==> src/rtl/uart_pkg.sv <==
// Shared definitions for the UART receive path and the downstream packet parser.
package uart_pkg;

  localparam int DEFAULT_CLKS_PER_BIT = 234;

  localparam logic [7:0] BYTE_START = 8'd83;
  localparam logic [7:0] BYTE_END   = 8'd69;

  typedef enum logic [2:0] {
    IDLE   = 3'd0,
    START  = 3'd1,
    DATA   = 3'd2,
    PARITY = 3'd3,
    STOP   = 3'd4,
    BREAK  = 3'd5
  } state_t;

endpackage

==> src/rtl/sync_ff.sv <==
// Multi-stage metastability synchroniser; resets to 1 so an idle UART line reads idle.
module sync_ff #(
  parameter int STAGES = 2
) (
  input  logic clock,
  input  logic reset,
  input  logic d,
  output logic q
);

  logic [STAGES-1:0] r_sync;

  always_ff @(posedge clock or negedge reset) begin
    if (!reset) r_sync <= '1;
    else        r_sync <= {r_sync[STAGES-2:0], d};
  end

  assign q = r_sync[STAGES-1];

endmodule

==> src/rtl/uart_byte_rx.sv <==
// Centre-sampling UART byte receiver (8N1, or 8E1 when UART_RX_PARITY_EN is defined).
module uart_byte_rx
  import uart_pkg::*;
#(
  parameter int CLKS_PER_BIT = DEFAULT_CLKS_PER_BIT,
  parameter int SYNC_STAGES  = 2
) (
  input  logic       clock,
  input  logic       reset,
  input  logic       rx,
  output logic [7:0] data_byte,
  output logic       we,
  output logic       busy,
  output logic       framing_err,
  output logic       parity_err
);

  localparam int CNT_W  = $clog2(CLKS_PER_BIT);
  localparam int FILL_W = $clog2(SYNC_STAGES + 1);
  localparam logic [CNT_W-1:0]  HALF_CNT = CNT_W'(CLKS_PER_BIT / 2 - 1);
  localparam logic [CNT_W-1:0]  LAST_CNT = CNT_W'(CLKS_PER_BIT - 1);
  localparam logic [FILL_W-1:0] FILL_MAX = FILL_W'(SYNC_STAGES);

  logic              w_rx_s;
  logic              r_rx_q;
  logic [FILL_W-1:0] r_fill;
  logic              r_armed;
  state_t            r_state;
  logic [CNT_W-1:0]  r_clk_cnt;
  logic [2:0]        r_bit_idx;
  logic [7:0]        r_shift;
  logic [7:0]        r_data;
  logic              r_we;
  logic              r_ferr;
`ifdef UART_RX_PARITY_EN
  logic              r_perr;
  logic              r_drop;
`endif

  sync_ff #(.STAGES(SYNC_STAGES)) u_sync (
    .clock (clock),
    .reset (reset),
    .d     (rx),
    .q     (w_rx_s)
  );

  always_ff @(posedge clock or negedge reset) begin
    if (!reset) begin
      r_rx_q    <= 1'b1;
      r_fill    <= '0;
      r_armed   <= 1'b0;
      r_state   <= IDLE;
      r_clk_cnt <= '0;
      r_bit_idx <= '0;
      r_shift   <= '0;
      r_data    <= '0;
      r_we      <= 1'b0;
      r_ferr    <= 1'b0;
`ifdef UART_RX_PARITY_EN
      r_perr    <= 1'b0;
      r_drop    <= 1'b0;
`endif
    end else begin
      r_we   <= 1'b0;
      r_ferr <= 1'b0;
`ifdef UART_RX_PARITY_EN
      r_perr <= 1'b0;
`endif
      r_rx_q <= w_rx_s;
      // The synchroniser's reset value is not a real high; arm only once the line itself reads high.
      if (r_fill != FILL_MAX) r_fill  <= r_fill + 1'b1;
      else if (w_rx_s)        r_armed <= 1'b1;

      case (r_state)
        IDLE: begin
`ifdef UART_RX_PARITY_EN
          r_drop <= 1'b0;
`endif
          if (r_armed && r_rx_q && !w_rx_s) begin
            r_clk_cnt <= '0;
            r_state   <= START;
          end
        end
        START: begin
          if (r_clk_cnt == HALF_CNT) begin
            r_clk_cnt <= '0;
            r_bit_idx <= '0;
            r_state   <= w_rx_s ? IDLE : DATA;
          end else begin
            r_clk_cnt <= r_clk_cnt + 1'b1;
          end
        end
        DATA: begin
          if (r_clk_cnt == LAST_CNT) begin
            r_clk_cnt          <= '0;
            r_shift[r_bit_idx] <= w_rx_s;
            r_bit_idx          <= r_bit_idx + 1'b1;
`ifdef UART_RX_PARITY_EN
            if (r_bit_idx == 3'd7) r_state <= PARITY;
`else
            if (r_bit_idx == 3'd7) r_state <= STOP;
`endif
          end else begin
            r_clk_cnt <= r_clk_cnt + 1'b1;
          end
        end
`ifdef UART_RX_PARITY_EN
        PARITY: begin
          if (r_clk_cnt == LAST_CNT) begin
            r_clk_cnt <= '0;
            r_drop    <= (w_rx_s != ^r_shift);
            r_perr    <= (w_rx_s != ^r_shift);
            r_state   <= STOP;
          end else begin
            r_clk_cnt <= r_clk_cnt + 1'b1;
          end
        end
`endif
        STOP: begin
          if (r_clk_cnt == LAST_CNT) begin
            r_clk_cnt <= '0;
            if (w_rx_s) begin
`ifdef UART_RX_PARITY_EN
              if (!r_drop) begin
                r_data <= r_shift;
                r_we   <= 1'b1;
              end
`else
              r_data <= r_shift;
              r_we   <= 1'b1;
`endif
              r_state <= IDLE;
            end else begin
              r_ferr  <= 1'b1;
              r_state <= BREAK;
            end
          end else begin
            r_clk_cnt <= r_clk_cnt + 1'b1;
          end
        end
        BREAK: begin
          if (w_rx_s) r_state <= IDLE;
        end
        default: r_state <= IDLE;
      endcase
    end
  end

  assign data_byte   = r_data;
  assign we          = r_we;
  assign busy        = (r_state != IDLE);
  assign framing_err = r_ferr;
`ifdef UART_RX_PARITY_EN
  assign parity_err  = r_perr;
`else
  assign parity_err  = 1'b0;
`endif

endmodule

==> config.mk <==
export PLATFORM = sky130hd
export DESIGN_NAME = uart_byte_rx
export DESIGN_NICKNAME = d
export VERILOG_FILES = /design/src/rtl/uart_pkg.sv /design/src/rtl/sync_ff.sv /design/src/rtl/uart_byte_rx.sv
export SDC_FILE = /design/constraint.sdc
export NUM_CORES = 1
export LEC_CHECK = 0
export CAP_MARGIN = 20
export CELL_PAD_IN_SITES_DETAIL_PLACEMENT = 0
export CELL_PAD_IN_SITES_GLOBAL_PLACEMENT = 1
export CORE_UTILIZATION = 40
export DETAILED_ROUTE_END_ITERATION = 7
export PLACE_DENSITY_LB_ADDON = 0.2
export SLEW_MARGIN = 20
export SYNTH_ARGS = -nofsm -noshare
export SYNTH_HDL_FRONTEND = slang
export SYNTH_SLANG_ARGS = --single-unit
==> constraint.sdc <==
create_clock -name clock -period 5.05 [get_ports clock]
set_input_delay 1.01 -clock clock [delete_from_list [all_inputs] [get_ports clock]]
set_output_delay 1.01 -clock clock [all_outputs]
set_load 0.02 [all_outputs]
# After elaboration in Yosys (flattened, before gate mapping)
# Cells that the tools add are included.
# totals
ff_bits,38
in_bits,3
output_inout_bits,12
word_cells,71
# classes
n_addsub,3
n_lt_le_gt_ge,2
eq_ne,14
muxes,25
bitwise,1
reduce_logical,15
# op_table
op,n
3-bit two-way mux,9
8-bit two-way mux,3
8-bit one-hot mux with 3 select lines,1
3-bit one-hot mux with 5 select lines,1
"2-bit inequality test, second input constant",6
"3-bit == test, second input constant",3
"8-bit by 1-bit adder with 8-bit output, second input constant",1
8-bit bitwise mux,1
"8-bit by 7-bit == test with 1-bit output, second input constant",1
"8-bit == test, second input constant",1
1-bit two-way mux,7
3-bit one-hot mux with 2 select lines,1
2-bit AND reduction,3
3-bit AND reduction,2
6-bit AND reduction,1
3-bit nonzero test,2
"3-bit by 4-bit less-than comparator with 1-bit output, second input constant",1
"3-bit by 1-bit adder with 3-bit output, second input constant",1
1-bit demux with 3-bit select,1
"3-bit by 1-bit == test with 1-bit output, second input constant",1
"3-bit by 2-bit == test with 1-bit output, second input constant",1
"3-bit by 1-bit >= comparator with 1-bit output, second input constant",1
1-bit logical AND,3
3-bit logical NOT,1
7 further kinds,7

# Longest topological paths before layout
# Gate-level depths: netlist of run 1.
# logic_depth
word_depth,5
depth_mapped,9
ltp_nobuf,7

# Hierarchy
# Synthesis of run 1 repeated with hierarchy kept, for this count alone.
# hier_totals
hier_cells,157
area_unflattened_um2,1833.0
# modules_own_cells
mod,instances,cells_per_inst,area_each_um2,seq_area_each_um2
uart_byte_rx,1,155,1780.5,902.1
sync_ff,1,2,52.6,52.6

# Worst setup path after synthesis of run 1
# Ideal clock, no wire load.
# synth_path
path_kind,reg2reg
startpoint,register r_clk_cnt[0]
endpoint,register r_state[0]
setup_time_ns,0.125
arrival_time_ns,2.143
setup_slack_ns,2.782
path_stages_with_launch,8
n_path_buf,0
cell_sequence,dfrtp_1 inv_1 ha_1 nand4_1 or4b_1 a22o_1 nor4_2 mux2_2
# synth_between
elab_chain_len,3
word_cells_on_any_way,6
classes_between,5 x eq/ne; 1 x reduce/logical
# synth_rtl
item,line_no,rtl
"start, declared",uart_byte_rx.sv:29,logic [CNT_W-1:0] r_clk_cnt;
"start signal, assigned",uart_byte_rx.sv:90,r_clk_cnt <= r_clk_cnt + 1'b1;
"start signal, assigned",uart_byte_rx.sv:104,r_clk_cnt <= r_clk_cnt + 1'b1;
"start signal, assigned",uart_byte_rx.sv:138,r_clk_cnt <= r_clk_cnt + 1'b1;
8-bit == test or 8-bit by 7-bit == test with 1-bit output (tied branches),"uart_byte_rx.sv:94, uart_byte_rx.sv:120, uart_byte_rx.sv:85",
2-bit inequality test (no source line),--,
6-bit AND reduction (no source line) *,--,
"end signal, assigned",uart_byte_rx.sv:88,r_state <= w_rx_s ? IDLE : DATA;
"end, declared",uart_byte_rx.sv:28,state_t r_state;
# Mark *: on every way between the ends. The rest lies on a longest branch, timed or not.
# A chain may end at the register's enable or synchronous reset.

# Worst setup path in the final report of run 1
# layout_path
startpoint,register r_state[2]
endpoint,output port busy
# layout_between
elab_chain_len,1
# layout_rtl
item,line_no,rtl
3-bit nonzero test,uart_byte_rx.sv:151,assign busy = (r_state != IDLE);
"end, declared",uart_byte_rx.sv:13,"output logic busy,"
# No other way between the ends.

==> results of run 1 <==
[layout by cell type, fill, tap and decap left out, drive strengths merged, types with 3 or more instances in the layout]
cell / synthesis / layout
nor4: 3 / 3
dfstp: 3 / 3
ha: 6 / 6
inv: 7 / 7
a22o: 6 / 6
mux2: 16 / 16
and3: 3 / 3
nor3: 4 / 4
nor3b: 3 / 3
clkbuf: 5 / 5
o21ai: 10 / 10
nand2: 11 / 11
nor2: 8 / 8
a31oi: 4 / 4
clkdlybuf4s50: 0 / 12
dfrtp: 35 / 35
nand3: 3 / 3
[final cells by class]
type / count / area (sq um)
clock inverter: 3 / 21.27
clock buffer: 5 / 68.82
inverter: 7 / 26.28
fill: 403 / 2123
tap: 50 / 62.56
timing repair buffer: 13 / 125.1
sequential: 38 / 954.7
multi-input combinational: 103 / 762.0
[how the worst max path moves through the flow]
stage | end | cells after the start
floorplan | r_state[0] | 7
global placement | r_state[0] | 7
detailed placement | r_state[0] | 7
CTS | busy | 2
global route | busy | 2
finish | busy | 2
[cells by family (layout without fill, tap and decap cells)]
group                    count (synthesis)  after routing  share of synthesized area
adder cells (fa/ha/maj)                  7              7                    0.04755
buffers and inverters                   16             28                    0.04056
XOR/XNOR                                 2              2                   0.009792
flip-flops                              38             38                     0.5336
AND/OR/NAND/NOR                         46             46                     0.1497
multiplexers                            17             17                     0.1063
other                                    1              1                   0.002096
AO/OA/AOI/OAI                           30             30                     0.1105
[metal layers]
layer  global-route usage  up-vias
met5                    0        -
met4              0.08929        0
met3              0.03618        8
met2               0.2172       20
met1               0.2061      602
li1                     -      576
[metrics by stage]
step / utilization / hold WS, ps
global placement: 0.4659 / 345.9
detailed placement: 0.4659 / 347.2
finish: 0.4876 / 357.2
floorplan: - / 345.2
CTS: 0.4876 / 358.2
global route: 0.4876 / 363.2
[report_power, final]
| part | internal [mW] | leakage (nW) | switching (mW) |
|---|---|---|---|
| clock network | 0.0969 | 0.0441 | 0.109 |
| logic | 0.0745 | 0.357 | 0.106 |
| registers | 0.325 | 0.504 | 0.0369 |
| total | 0.496 | 0.905 | 0.252 |
[state kept, by name, indices dropped and copies added (netlist names)]
signal,count
data_byte,8
framing_err,1
r_armed,1
r_bit_idx,3
r_clk_cnt,8
r_fill,2
r_rx_q,1
r_shift,8
r_state,3
u_sync.r_sync,2
we,1
[worst register-to-register path, stage by stage, from the launching register on]
cell and delay (ps):
dfrtp_1 430, inv_1 80, ha_1 140, nand4_1 80, or4b_1 540, a22o_1 400, nor4_2 410, mux2_2 380
==> out/results.ini, run 1 <==
[worst_setup_path]
startpoint = r_state[2]
crit_required_ps = 4040
cp_cell_sequence = or3_1 -> clkdlybuf4s50_1
start_kind = register
reg2reg_from = r_clk_cnt[0]
crit_buf_inv = 1
worstPathMaxFanout = 10
crit_arrival_ps = 1740
reg2reg_to = r_state[0]
r2r_setup_slack_ps = 2470
path_delay_family = buffers and inverters
end_kind = output port
path_class = reg2out
rr_worst_depth = 7
worst_path_max_delay_cell = clkdlybuf4s50_1
crit_path_max_incr_delay_ps = 550

[pwr]
p_leak_nw = 0.9049
peakVddDrop_uv = 208.6
power_uw = 748.5
powerDensity_mw_per_mm2 = 370.4

[yosys]
synth_top_area_share = 0.4895
synth_area_leader_cell = dfrtp_1
syn_area_sq_mm = 0.001789
synth_cells = 157
syn_avg_cell_area_sq_um = 11.40
ys_ff_latch = 38
synth_enable_flop_cells = 0
syn-num-nets = 166
seq_area_frac_synth = 0.5336
async_reset_ff_frac = 1.000
yosysUniqueCellTypes = 39
synth_area_leaders = dfrtp_1, mux2_2, dfstp_2, ha_1, a22o_1
ys.flop_type = dfrtp_1
synth_most_common_cell = dfrtp_1
synth.yosys.warnings = 0
synthTopCellsByCount = dfrtp_1, mux2_2, nand2_1

[timing]
rsz0062_at_grt = false
relSlewSlack = 0.4461
fin_skew_ps = 6.945
max_freq_mhz = 363.2
setup_violations = 0
timing.final.ws_setup_ps = 2297
fin_tns_setup_ps = 0
hold_viol = 0
period_share = 0.5452
period_needed_ps = 2753
tightest_slew_ps = 830.9
slew_viol_final = 0

[placed_design]
dp_hpwl_um = 2113
gp_routability_congestion = 0.7545
placedCellCount = 211
dpl_cell_area_sq_mm = 0.001931
port_buffers = 13
place_ws_ps = 2470

[hold_path]
min_path_cells = 0
whs_endpoint = u_sync.r_sync[1]
worst_hold_path_type = reg2reg
min-delay-start = u_sync.r_sync[0]

[clock_network]
postCtsSetupRepairBufs = 0
ctsResizeCount = 0
cts.clk_slew.worst_paths_ps = 80
cts.path.max_buffers = 2
ctsRootBufferMaster = clkbuf_8
clkSinkCount = 38
hold_buffers = 0
clock_latency_ps = 290
numCtsBuffers = 5
h-tree-depth = 2
cts_tree = built

[detailed_routing]
vias = 1206
via_per_inst = 5.507
drt-pass1-iter-count = 5
wl_met2_um = 1390
first_iter_violations = 51
drc = 0
top_layer = met4
route.met3.wl_um = 91
wl_met1_um = 1503
wl_per_cell_um = 13.95
wirelength_um = 3054
detail-route-antenna-nets = 0

[cells_and_area]
fin_nets = 177
final_area_sq_mm = 0.002021
antennaDiodeCount = 0
final_cells = 219
syn_to_final_growth_pct = 12.94
drive_gt1_frac = 0.1893

[floorplanning]
die_h_um = 68.88
io_pins = 15
dieArea_sq_mm = 0.004744
start_util = 0.4318
die_x_um = 68.88
core_sq_mm = 0.004144
std_cell_rows = 23

[run]
drv_cap = 0

[global_route]
grt_overflow_total = 0
grt_use_total = 0.1514
grt_pass1_vias = 1071
grt_pass1_wl_um = 5092
grt_max_degree = 39
antenna_found_initial = 0

[run_status]
status = completed

Note: power is estimated with default switching activity, not from simulation.
==> inputs of run 2 (changes only) <==
- clock period: 5.05 -> 2.5 ns (I/O delays scaled with it)
==> run 2 against run 1 <==
Effect of this change:
- register-to-register slack worse by 2400 ps
- die area unchanged
- sequential power up 91%
- critical endpoint is now r_state[0]
- largest cell class unchanged
==> out/results.ini, run 2 (same netlist as run 1, synthesis figures left out) <==
[floorplanning]
die_x_um = 68.88  ; unchanged
dieArea_sq_mm = 0.004744  ; unchanged
die_h_um = 68.88  ; unchanged
std_cell_rows = 23  ; unchanged
io_pins = 15  ; unchanged
start_util = 0.4318  ; unchanged
core_sq_mm = 0.004144  ; unchanged

[placed_design]
gp_routability_congestion = 0.7931  ; +5.1%
port_buffers = 13  ; unchanged
place_ws_ps = 111.7  ; -2358 ps
dp_hpwl_um = 2276  ; +7.7%

[cells_and_area]
layout_common_cells = dfrtp_1, mux2_2, clkdlybuf4s50_1
syn_to_final_growth_pct = 17.90
fin_nets = 187  ; +5.6%
layout_commonest_cell = dfrtp_1
drive_gt1_frac = 0.2346  ; +0.04529
multi_input_area_sq_um = 770.7  ; +1.1%
post-route-util = 0.5091  ; +0.02144
n_fill_cell = 388  ; -3.7%
seqCellArea_sq_um = 954.7  ; unchanged
antennaDiodeCount = 0  ; unchanged

[worst_setup_path]
path_class = reg2reg
rr_worst_depth = 7  ; unchanged
reg2reg_from = r_clk_cnt[1]
crit_end = r_state[0]
startpoint = r_clk_cnt[1]
end_kind = register
r2r_setup_slack_ps = 120  ; -2350 ps
start_kind = register
crit_required_ps = 2670  ; -1370 ps
crit_arrival_ps = 2550  ; +810 ps
worstPathMaxFanout = 3  ; -7
reg2reg_to = r_state[0]

[detailed_routing]
via_per_inst = 5.288  ; -4.0%
first_iter_violations = 54  ; +5.9%
wl_per_cell_um = 14.22  ; +2.0%
detail-route-antenna-nets = 0  ; unchanged
wirelength_um = 3256  ; +6.6%
vias = 1211  ; +0.41%
drt-pass1-iter-count = 4  ; -1
drc = 0  ; unchanged

[run_status]
status = completed

[timing]
fin_tns_setup_ps = 0  ; unchanged
tightest_slew_ps = 811.0  ; -19.85 ps
relSlewSlack = 0.4593  ; +0.01323
max_freq_mhz = 419.4
slew_viol_final = 0  ; unchanged
fin_skew_ps = 6.479  ; -0.4661 ps
holdWs_ps = 304.5  ; -52.72 ps
hold_viol = 0  ; unchanged
setup_violations = 0  ; unchanged
rsz0062_at_grt = false
timing.final.ws_setup_ps = 115.4  ; -2181 ps
period_needed_ps = 2385
period_share = 0.9538

[pwr]
peakVddDrop_uv = 392.2  ; +88%
powerDensity_mw_per_mm2 = 762.2  ; +110%
p_leak_nw = 0.9614  ; +6.2%

[global_route]
grt_use_total = 0.1693  ; +0.01790
grt_pass1_wl_um = 5809  ; +14%
grt_overflow_total = 0  ; unchanged
grt_max_degree = 39  ; unchanged
grt_pass1_vias = 1250  ; +17%
antenna_found_initial = 0  ; unchanged

[clock_network]
clock_latency_ps = 280  ; about the same
h-tree-depth = 2  ; unchanged
cts.path.max_buffers = 2  ; unchanged
clkSinkCount = 38  ; unchanged
cts_tree = built
numCtsBuffers = 5  ; unchanged
cts.clk_slew.worst_paths_ps = 80  ; about the same
ctsRootBufferMaster = clkbuf_8

[hold_path]
worst_hold_path_type = in2async

[run]
drv_cap = 0  ; unchanged

run 2: power by group:
part           internal, mW  switching [mW]  leakage, nW
sequential            0.657          0.0341        0.504
combinational         0.212           0.273        0.410
clock                 0.222           0.210       0.0472
total                  1.09           0.517        0.961
run 2: how the worst min path moves through the flow:
stage                                  end  slack, ps  depth (start not counted)
after detailed placement  u_sync.r_sync[1]        350                          0
after CTS                     r_clk_cnt[5]        340                          1
after global placement    u_sync.r_sync[1]        350                          0
final                          framing_err        300                          1
after global routing      u_sync.r_sync[1]        370                          0
after floorplan               data_byte[0]        200                          0
run 2: critical path, cell delays in order, from the launching register on:
cell and delay, ps:
dfrtp_1 400, inv_1 110, ha_1 150, nand4_1 80, or4b_1 540, a22o_1 300, nor4_4 320, mux2_2 360
run 2: stage by stage:
stage / power [mW] / area (sq um) / cells
2_1_floorplan: 1.017 / 1789 / 157
3_3_place_gp: 1.165 / 2006 / 221
3_5_place_dp: 1.173 / 2006 / 221
4_1_cts: 1.609 / 2101 / 229
5_1_grt: 1.722 / 2110 / 229
6_report: 1.608 / 2110 / 229
run 2: cell type report:
| type | instances | area share |
|---|---|---|
| multi-input cells | 103 | 0.3654 |
| inverters | 7 | 0.01246 |
| flip-flops and latches | 38 | 0.4526 |
| clock buffers | 6 | 0.03915 |
| repair buffers | 23 | 0.09490 |
| well taps | 50 | 0.02966 |
| clock inverters | 2 | 0.005931 |
run 2: repair_timing:
| action | CTS | global route |
|---|---|---|
| endpoints found under the hold margin | 0 | 0 |
| endpoints found under the setup margin | 0 | 1 |
| hold buffers | 0 | 0 |
| resized for setup | 0 | 1 |
| buffers inserted | 0 | 0 |
run 2: layer usage:
layer  up-vias  global-route usage  share of wire
met2        15              0.2791           0.49
met4         0             0.07398          0.016
met5         -                   0              0
li1        596                   -              -
met1       595              0.2118           0.47
met3         5             0.03783          0.028
